<file path="src/rtl/pc_fetch_stage.sv">
// ---------------------------------------------------------------------------
// pc_fetch_stage
//   Program-counter register and fetch-valid control for the IF stage.
//   The PC is loaded from next_pc, which comes from the external next-PC mux:
//   pc_plus4 on sequential flow, branch target on a taken branch. After a
//   redirect the stage inserts SQUASH_CYCLES bubbles (if_valid=0), and it
//   holds everything while stall is high.
//
//   Optional feature macro: PC_PERF_CNT_EN adds the fetch_cnt / bubble_cnt
//   performance counters. With the macro undefined the ports do not exist.
//
// Parameters
//   RESET_PC       PC value loaded on reset
//   SQUASH_CYCLES  bubble cycles after a redirect (1..7)
//
// Ports
//   clk           in   clock, all state updates on posedge
//   reset         in   synchronous active-high reset
//   next_pc       in   [63:0] next-PC mux output
//   redirect      in   taken branch resolved; next_pc holds the target
//   stall         in   hazard stall; hold PC and fetch state
//   pc            out  [63:0] current fetch address
//   pc_plus4      out  [63:0] pc + 4 (combinational, wraps)
//   if_valid      out  fetch at pc is on the correct path
//   misalign_err  out  sticky: a misaligned next_pc was loaded
//   dbg_state     out  [1:0] FSM state (0=BOOT, 1=RUN, 2=SQUASH)
//   fetch_cnt     out  [63:0] cycles with if_valid && !stall (PC_PERF_CNT_EN)
//   bubble_cnt    out  [31:0] cycles spent in SQUASH          (PC_PERF_CNT_EN)
//
// Handshake: there is no valid/ready pair here; stall is a pure hold that
// freezes pc, if_valid, state and the squash counter for that cycle, and
// redirect always takes priority over stall.
// ---------------------------------------------------------------------------
module pc_fetch_stage #(
    parameter logic [63:0] RESET_PC      = 64'h0,
    parameter int          SQUASH_CYCLES = 1
) (
    input  logic        clk,
    input  logic        reset,
    input  logic [63:0] next_pc,
    input  logic        redirect,
    input  logic        stall,
    output logic [63:0] pc,
    output logic [63:0] pc_plus4,
    output logic        if_valid,
    output logic        misalign_err,
`ifdef PC_PERF_CNT_EN
    output logic [63:0] fetch_cnt,
    output logic [31:0] bubble_cnt,
`endif
    output logic [1:0]  dbg_state
);

    typedef enum logic [1:0] {
        ST_BOOT   = 2'd0,
        ST_RUN    = 2'd1,
        ST_SQUASH = 2'd2
    } state_t;

    // Counter reload: squash_cnt counts down to 0, so the number of bubble
    // cycles equals SQUASH_CYCLES.
    localparam logic [2:0] SQ_RELOAD = 3'(SQUASH_CYCLES - 1);

    state_t      st;
    logic [2:0]  squash_cnt;
    logic        load_pc;
    logic [63:0] aligned_next;
    logic        next_misaligned;

    assign pc_plus4        = pc + 64'd4;
    assign aligned_next    = {next_pc[63:2], 2'b00};
    assign next_misaligned = |next_pc[1:0];
    assign dbg_state       = st;

    // pc reloads on a redirect in RUN or SQUASH, or on a plain advance in
    // RUN. BOOT never loads; the SQUASH exit cycle never loads either, so
    // the branch target itself becomes the first valid fetch.
    always_comb begin
        load_pc = 1'b0;
        case (st)
            ST_RUN:    load_pc = redirect || !stall;
            ST_SQUASH: load_pc = redirect;
            default:   load_pc = 1'b0;
        endcase
    end

    always_ff @(posedge clk) begin
        if (reset) begin
            st           <= ST_BOOT;
            pc           <= RESET_PC;
            if_valid     <= 1'b0;
            misalign_err <= 1'b0;
            squash_cnt   <= 3'd0;
        end else begin
            if (load_pc) begin
                pc <= aligned_next;
                if (next_misaligned) begin
                    misalign_err <= 1'b1;
                end
            end

            case (st)
                ST_BOOT: begin
                    st       <= ST_RUN;
                    if_valid <= 1'b1;
                end
                ST_RUN: begin
                    if (redirect) begin
                        st         <= ST_SQUASH;
                        if_valid   <= 1'b0;
                        squash_cnt <= SQ_RELOAD;
                    end
                end
                ST_SQUASH: begin
                    if (redirect) begin
                        squash_cnt <= SQ_RELOAD;
                    end else if (stall) begin
                        squash_cnt <= squash_cnt;
                    end else if (squash_cnt == 3'd0) begin
                        st       <= ST_RUN;
                        if_valid <= 1'b1;
                    end else begin
                        squash_cnt <= squash_cnt - 3'd1;
                    end
                end
                default: begin
                    st       <= ST_BOOT;
                    if_valid <= 1'b0;
                end
            endcase
        end
    end

`ifdef PC_PERF_CNT_EN
    // Counters sample the current registered state, so they advance on the
    // same edge as the FSM that they observe.
    always_ff @(posedge clk) begin
        if (reset) begin
            fetch_cnt  <= 64'd0;
            bubble_cnt <= 32'd0;
        end else begin
            if (if_valid && !stall) begin
                fetch_cnt <= fetch_cnt + 64'd1;
            end
            if (st == ST_SQUASH) begin
                bubble_cnt <= bubble_cnt + 32'd1;
            end
        end
    end
`endif

endmodule

</file>
<file path="config.mk">
export PLATFORM = sky130hd
export DESIGN_NAME = pc_fetch_stage
export DESIGN_NICKNAME = d
export VERILOG_FILES = /design/src/rtl/pc_fetch_stage.sv
export SDC_FILE = /design/constraint.sdc
export NUM_CORES = 1
export LEC_CHECK = 0
export BUFFER_PORTS_ARGS = -buffer_cell sky130_fd_sc_hd__buf_2
export CAP_MARGIN = 20
export CORE_MARGIN = 1
export CORE_UTILIZATION = 46
export DETAILED_ROUTE_END_ITERATION = 16
export GPL_TIMING_DRIVEN = 1
export PLACE_DENSITY = 0.81
export SYNTH_ARGS = -nofsm -noshare
export SYNTH_HDL_FRONTEND = slang
export SYNTH_SLANG_ARGS = --single-unit
export TNS_END_PERCENT = 10
</file>
<file path="constraint.sdc">
create_clock -name clk -period 2.8 [get_ports clk]
set_input_delay 0.56 -clock clk [delete_from_list [all_inputs] [get_ports clk]]
set_output_delay 0.56 -clock clk [all_outputs]
set_load 0.05 [all_outputs]
</file>
## Word-level counts from Yosys, hierarchy flattened

Index checks and enable logic that the tools add are counted.

- Register bits: 69
- Input bits: 68
- Output and inout bits: 132

- Add/subtract/negate cells: 2
- Equality and inequality tests: 8
- Muxes and demuxes: 16
- Reduce and logical (&&, ||, !) cells: 9

Operator list:

| kind | count |
|---|---|
| $add A64 B3 Y64 const B | 1 |
| $mux W3 | 4 |
| $mux W2 | 4 |
| $ne A2 B2 Y1 const B | 4 |
| $reduce_and A4 Y1 | 2 |
| $ne A3 B3 Y1 const B | 2 |
| $pmux W2 S3 | 1 |
| $pmux W3 S2 | 1 |
| $mux W1 | 4 |
| $logic_not A3 Y1 | 1 |
| $pmux W1 S3 | 1 |
| $sub A3 B1 Y3 const B | 1 |
| $eq A2 B1 Y1 const B | 1 |
| $eq A2 B2 Y1 const B | 1 |
| $logic_not A2 Y1 | 1 |
| $pmux W1 S2 | 1 |
| $reduce_and A2 Y1 | 1 |
| $reduce_bool A2 Y1 | 1 |
| $reduce_or A2 Y1 | 1 |
| $logic_not A1 Y1 | 1 |
| $logic_or A1 B1 Y1 | 1 |

## Logic depth before layout (Yosys ltp)

- Word-level depth: 5
- Depth in mapped cells: 8
- Gate-level depth less buffers: 8

## Worst setup path before layout

Ideal clock, no wire load.

- Kind: register to output
- From: reg pc[2]
- To: out pc_plus4[54]
- Data arrival time: 3116 ps
- Data required time: 2240 ps
- Slack: -876 ps
- Cell stages (with the launch flop): 9
- Path buffers: 2
- Cells stage by stage: dfxtp_1 ha_1 nand3_1 or3_1 buf_6 or4_4 buf_6 nor3_2 xor2_1

- Longest elaborated chain between the ends: 1

Ends and longest elaborated chain:

| what | line | source |
|---|---|---|
| from (decl) | 43 | `output logic [63:0] pc,` |
| from (signal assigned) | 96 | `pc <= aligned_next;` |
| $add A64 B3 Y64 | 70 | `assign pc_plus4 = pc + 64'd4;` |
| to (decl) | 44 | `output logic [63:0] pc_plus4,` |

No other way between the ends.

## Worst setup path after layout

- From: reg pc[2]
- To: out pc_plus4[40]

Same word-level chain as after synthesis.

==> run_results.csv <==
group,metric,value,unit
min_path,hold-path-endpoint,"pc[3]$_SDFFE_PP0P_",
finish,fin_nets,850,
timing,rsz0062_at_grt,"true",
timing,finalSetupViolations,29,
floorplanning,initial_core_util,47.7,%
floorplanning,rows,33,
timing,tightest_slew,0.632,ns
placement,gp_congestion,0.876,
critical_path,worstSetupStartpointType,"register",
global_route,track_usage,30.3,%
timing,max_slew_margin,57.9,%
clocking,path_clk_slew,0.08,ns
min_path,hold_start,"next_pc[3]",
global_route,overflow,0,
logic_synthesis,synth_area,3940,um^2
global_route,grt_pass1_vias,4365,
global_route,grt_pass1_wl,20800,um
critical_path,timing.critical_path.cells,"ha_4 > nand3_2 > nor2_1 > nand2_1 > nor4_2 > xor2_1 > clkbuf_4",
critical_path,critical_path_class,"reg2out",
power,ir_worst_vdd,0.000339,V
global_route,grt_max_degree,39,
placement,hpwl,10400,um
flow_run,cap_violations,0,
logic_synthesis,ys_ff_latch,69,
clocking,clockBufferDepth,2,
timing,setup_slack,-0.205,ns
floorplanning,die_area,8930,um^2
min_path,min_path_type,"in2reg",
finish,final_util,76.2,%
timing,timing.final.crit_period,3.01,ns
logic_synthesis,syn_area_per_cell,7.26,um^2
critical_path,r2r_cells,7,
power,p_int,0.00184,W
power,power_switching,0.00147,W
placement,io_buffer_count,195,
route,drt_iter0_drc,189,
clocking,clock_latency,0.34,ns
critical_path,ff2ff_setup_slack,1.01,ns
clocking,postCtsHoldBufs,0,
route,first_pass_iters,5,
power,p_leak,2.96,nW
route,drc,0,
logic_synthesis,ys_warn_count,0,
clocking,cts_made_buffers,9,
timing,max_freq,333,MHz
power,power_frac_comb,41.7,%
power,pwr-share-clk,22.3,%
clocking,cts-root-buf,"clkbuf_8",
route,ant_nets,0,
critical_path,cp_slowest_cell,"dfxtp_4",
floorplanning,dieHeight,94.5,um
timing,finalCritPeriodShare,107,%
finish,finalNonFillerCells,885,
status,failed_checks,"setup timing",
route,avgRoutedWirePerCell,15.7,um
critical_path,worstPathRequired,2.24,ns
finish,drive_gt1_share,48.5,%
timing,drv_slew,0,
timing,hold_viol_final,0,
critical_path,cp_max_fo,6,
finish,final_area,6290,um^2
floorplanning,pin_count,200,
critical_path,worst_path_largest_cell_delay,0.39,ns
logic_synthesis,ys_types,37,
clocking,cts_tree,"built",
logic_synthesis,synthCells,542,
critical_path,r2r-end,"pc[54]$_SDFFE_PP0P_",
placement,dp_slack,0.0548,ns
finish,nFillCells,600,
critical_path,reg2reg_from,"dbg_state[0]$_SDFFE_PP0P_",
power,sw_frac_of_total,44.4,%
logic_synthesis,yosysSeqAreaShare,35.1,%
critical_path,worstPathArrival,2.45,ns
finish,n_antenna_cell,0,
clocking,htreeDepth,3,
min_path,whs_path_depth,3,
status,outcome,"complete, but fails checks",
timing,whs,0.443,ns
route,avgViaCountPerCell,5.45,
floorplanning,core_area,8260,um^2
power,p_per_area,525,nW/um^2
route,wirelength,13900,um
finish,areaGrowthSynthToFinish,59.8,%
critical_path,critPathCaptureType,"primary output",
power,p_seq_share,36.0,%
timing,clock_skew,0.00694,ns
global_route,antenna_found_initial,0,
floorplanning,die_w,94.5,um
clocking,cts_sinks,69,
placement,placed_area,5670,um^2
placement,dpl.cell_count,862,
route,vias,4825,
==> metal layers <==
layer	GRT usage [%]	vias up	wire (um)	share of wire, %
li1	-	2288	-	-
met1	35.5	2249	5440	39
met2	54.2	254	7160	51
met3	5.96	34	958	6.9
met4	11.7	0	359	2.6
met5	0	-	0	0
==> power groups by stage <==
stage	sequential, W	clock [W]	combinational [W]
global placement	0.00120	0	0.00130
detailed placement	0.00121	0	0.00131
finish	0.00119	0.000735	0.00138
CTS	0.00119	0.000743	0.00136
global route	0.00120	0.000800	0.00145
floorplan	0.00154	0	0.000635
==> logic make-up (layout without fill, tap and decap cells) <==
| family | Yosys count | count (layout) | synth area share [%] |
|---|---|---|---|
| AOI/OAI and AO/OA | 73 | 73 | 9.47 |
| muxes | 1 | 1 | 0.254 |
| and+or+nand+nor | 284 | 284 | 34.0 |
| DFF | 69 | 69 | 35.1 |
| adders and majority gates | 7 | 7 | 2.22 |
| xor gates and xnor gates | 60 | 60 | 13.4 |
| other | 1 | 4 | 0.0953 |
| buffers and inverters | 47 | 282 | 5.53 |
==> state kept, by name (all words and copies together), names as in the netlist <==
signal	count
squash_cnt	3
if_valid	1
misalign_err	1
pc	62
dbg_state	2
==> worst max-delay path by stage <==
| stage | start | end | slack (ns) | cells past startpoint |
|---|---|---|---|---|
| floorplan | pc[32]$_SDFFE_PP0P_ | pc_plus4[44] | -0.14 | 5 |
| global placement | pc[21]$_SDFFE_PP0P_ | pc_plus4[43] | 0.1 | 7 |
| detailed placement | pc[18]$_SDFFE_PP0P_ | pc_plus4[58] | 0.05 | 6 |
| CTS | pc[2]$_SDFFE_PP0P_ | pc_plus4[46] | -0.19 | 9 |
| global route | pc[15]$_SDFFE_PP0P_ | pc_plus4[39] | -0.28 | 8 |
| finish | pc[2]$_SDFFE_PP0P_ | pc_plus4[40] | -0.21 | 7 |
==> final cells by class <==
class	instances	area, um^2	area share [%]
multi-input combinational	429	2850	45.3
timing repair buffer	251	1590	25.3
sequential	69	1490	23.6
clock buffer	14	163	2.59
tap	105	131	2.09
inverter	15	56.3	0.895
clock inverter	2	10.0	0.159
==> worst max-delay path, delay by kind of cell, from the launching register on <==
kind,cells,cell delay (ns)
simple gates,4,1.08
flops,1,0.39
buf+inv,1,0.27
xor+xnor,1,0.22
fa+ha+maj,1,0.15
==> cells in the mapped netlist, drive strengths merged <==
| master | number | area share, % |
|---|---|---|
| nor4 | 13 | 2.2 |
| or3 | 5 | 0.83 |
| xor2 | 25 | 5.6 |
| nand2 | 149 | 14 |
| or3b | 1 | 0.29 |
| or2 | 1 | 0.16 |
| nor2b | 1 | 0.16 |
| inv | 15 | 1.4 |
| dfxtp | 69 | 35 |
| a22o | 1 | 0.22 |
| nand2b | 1 | 0.16 |
| or4 | 2 | 0.48 |
| mux2i | 1 | 0.25 |
| clkbuf | 24 | 2.3 |
| a21oi | 69 | 8.8 |
| and2 | 1 | 0.16 |
| ha | 7 | 2.2 |
| buf | 8 | 1.8 |
| nor3 | 19 | 2.8 |
| conb | 1 | 0.095 |
| o22ai | 1 | 0.16 |
| nand4 | 24 | 3.8 |
| a211oi | 1 | 0.19 |
| nor2 | 27 | 2.6 |
| and4 | 7 | 1.6 |
| o21ai | 1 | 0.13 |
| xnor2 | 35 | 7.8 |
| nand3 | 26 | 3.3 |
| and3 | 7 | 1.2 |
==> stage by stage <==
step / setup TNS [ns] / total power (W)
floorplan: -1.10 / 0.00217
global route: -5.92 / 0.00346
global placement: 0 / 0.00250
CTS: -2.65 / 0.00329
finish: -2.22 / 0.00330
detailed placement: 0 / 0.00252
==> what timing repair did <==
action / in CTS / in global routing
pin swaps: 10 / 11
gates resized for setup: 65 / 46
setup endpoints to repair: 35 / 42
buffers inserted: 2 / 5
==> placed cells by master (no fill, tap or decap), types with 5 or more instances in the layout <==
| cell | instances |
|---|---|
| a21oi_1 | 69 |
| and4_1 | 5 |
| buf_2 | 155 |
| buf_4 | 68 |
| buf_6 | 20 |
| clkbuf_4 | 6 |
| clkbuf_8 | 11 |
| dfxtp_1 | 25 |
| dfxtp_2 | 24 |
| dfxtp_4 | 20 |
| ha_1 | 6 |
| inv_1 | 15 |
| nand2_1 | 147 |
| nand3_1 | 23 |
| nand4_1 | 24 |
| nor2_1 | 23 |
| nor3_1 | 12 |
| nor4_2 | 6 |
| nor4_4 | 5 |
| or3_4 | 5 |
| xnor2_1 | 17 |
| xnor2_2 | 17 |
| xor2_1 | 16 |
| xor2_2 | 5 |
No activity file was read; power rests on OpenSTA's default activity.
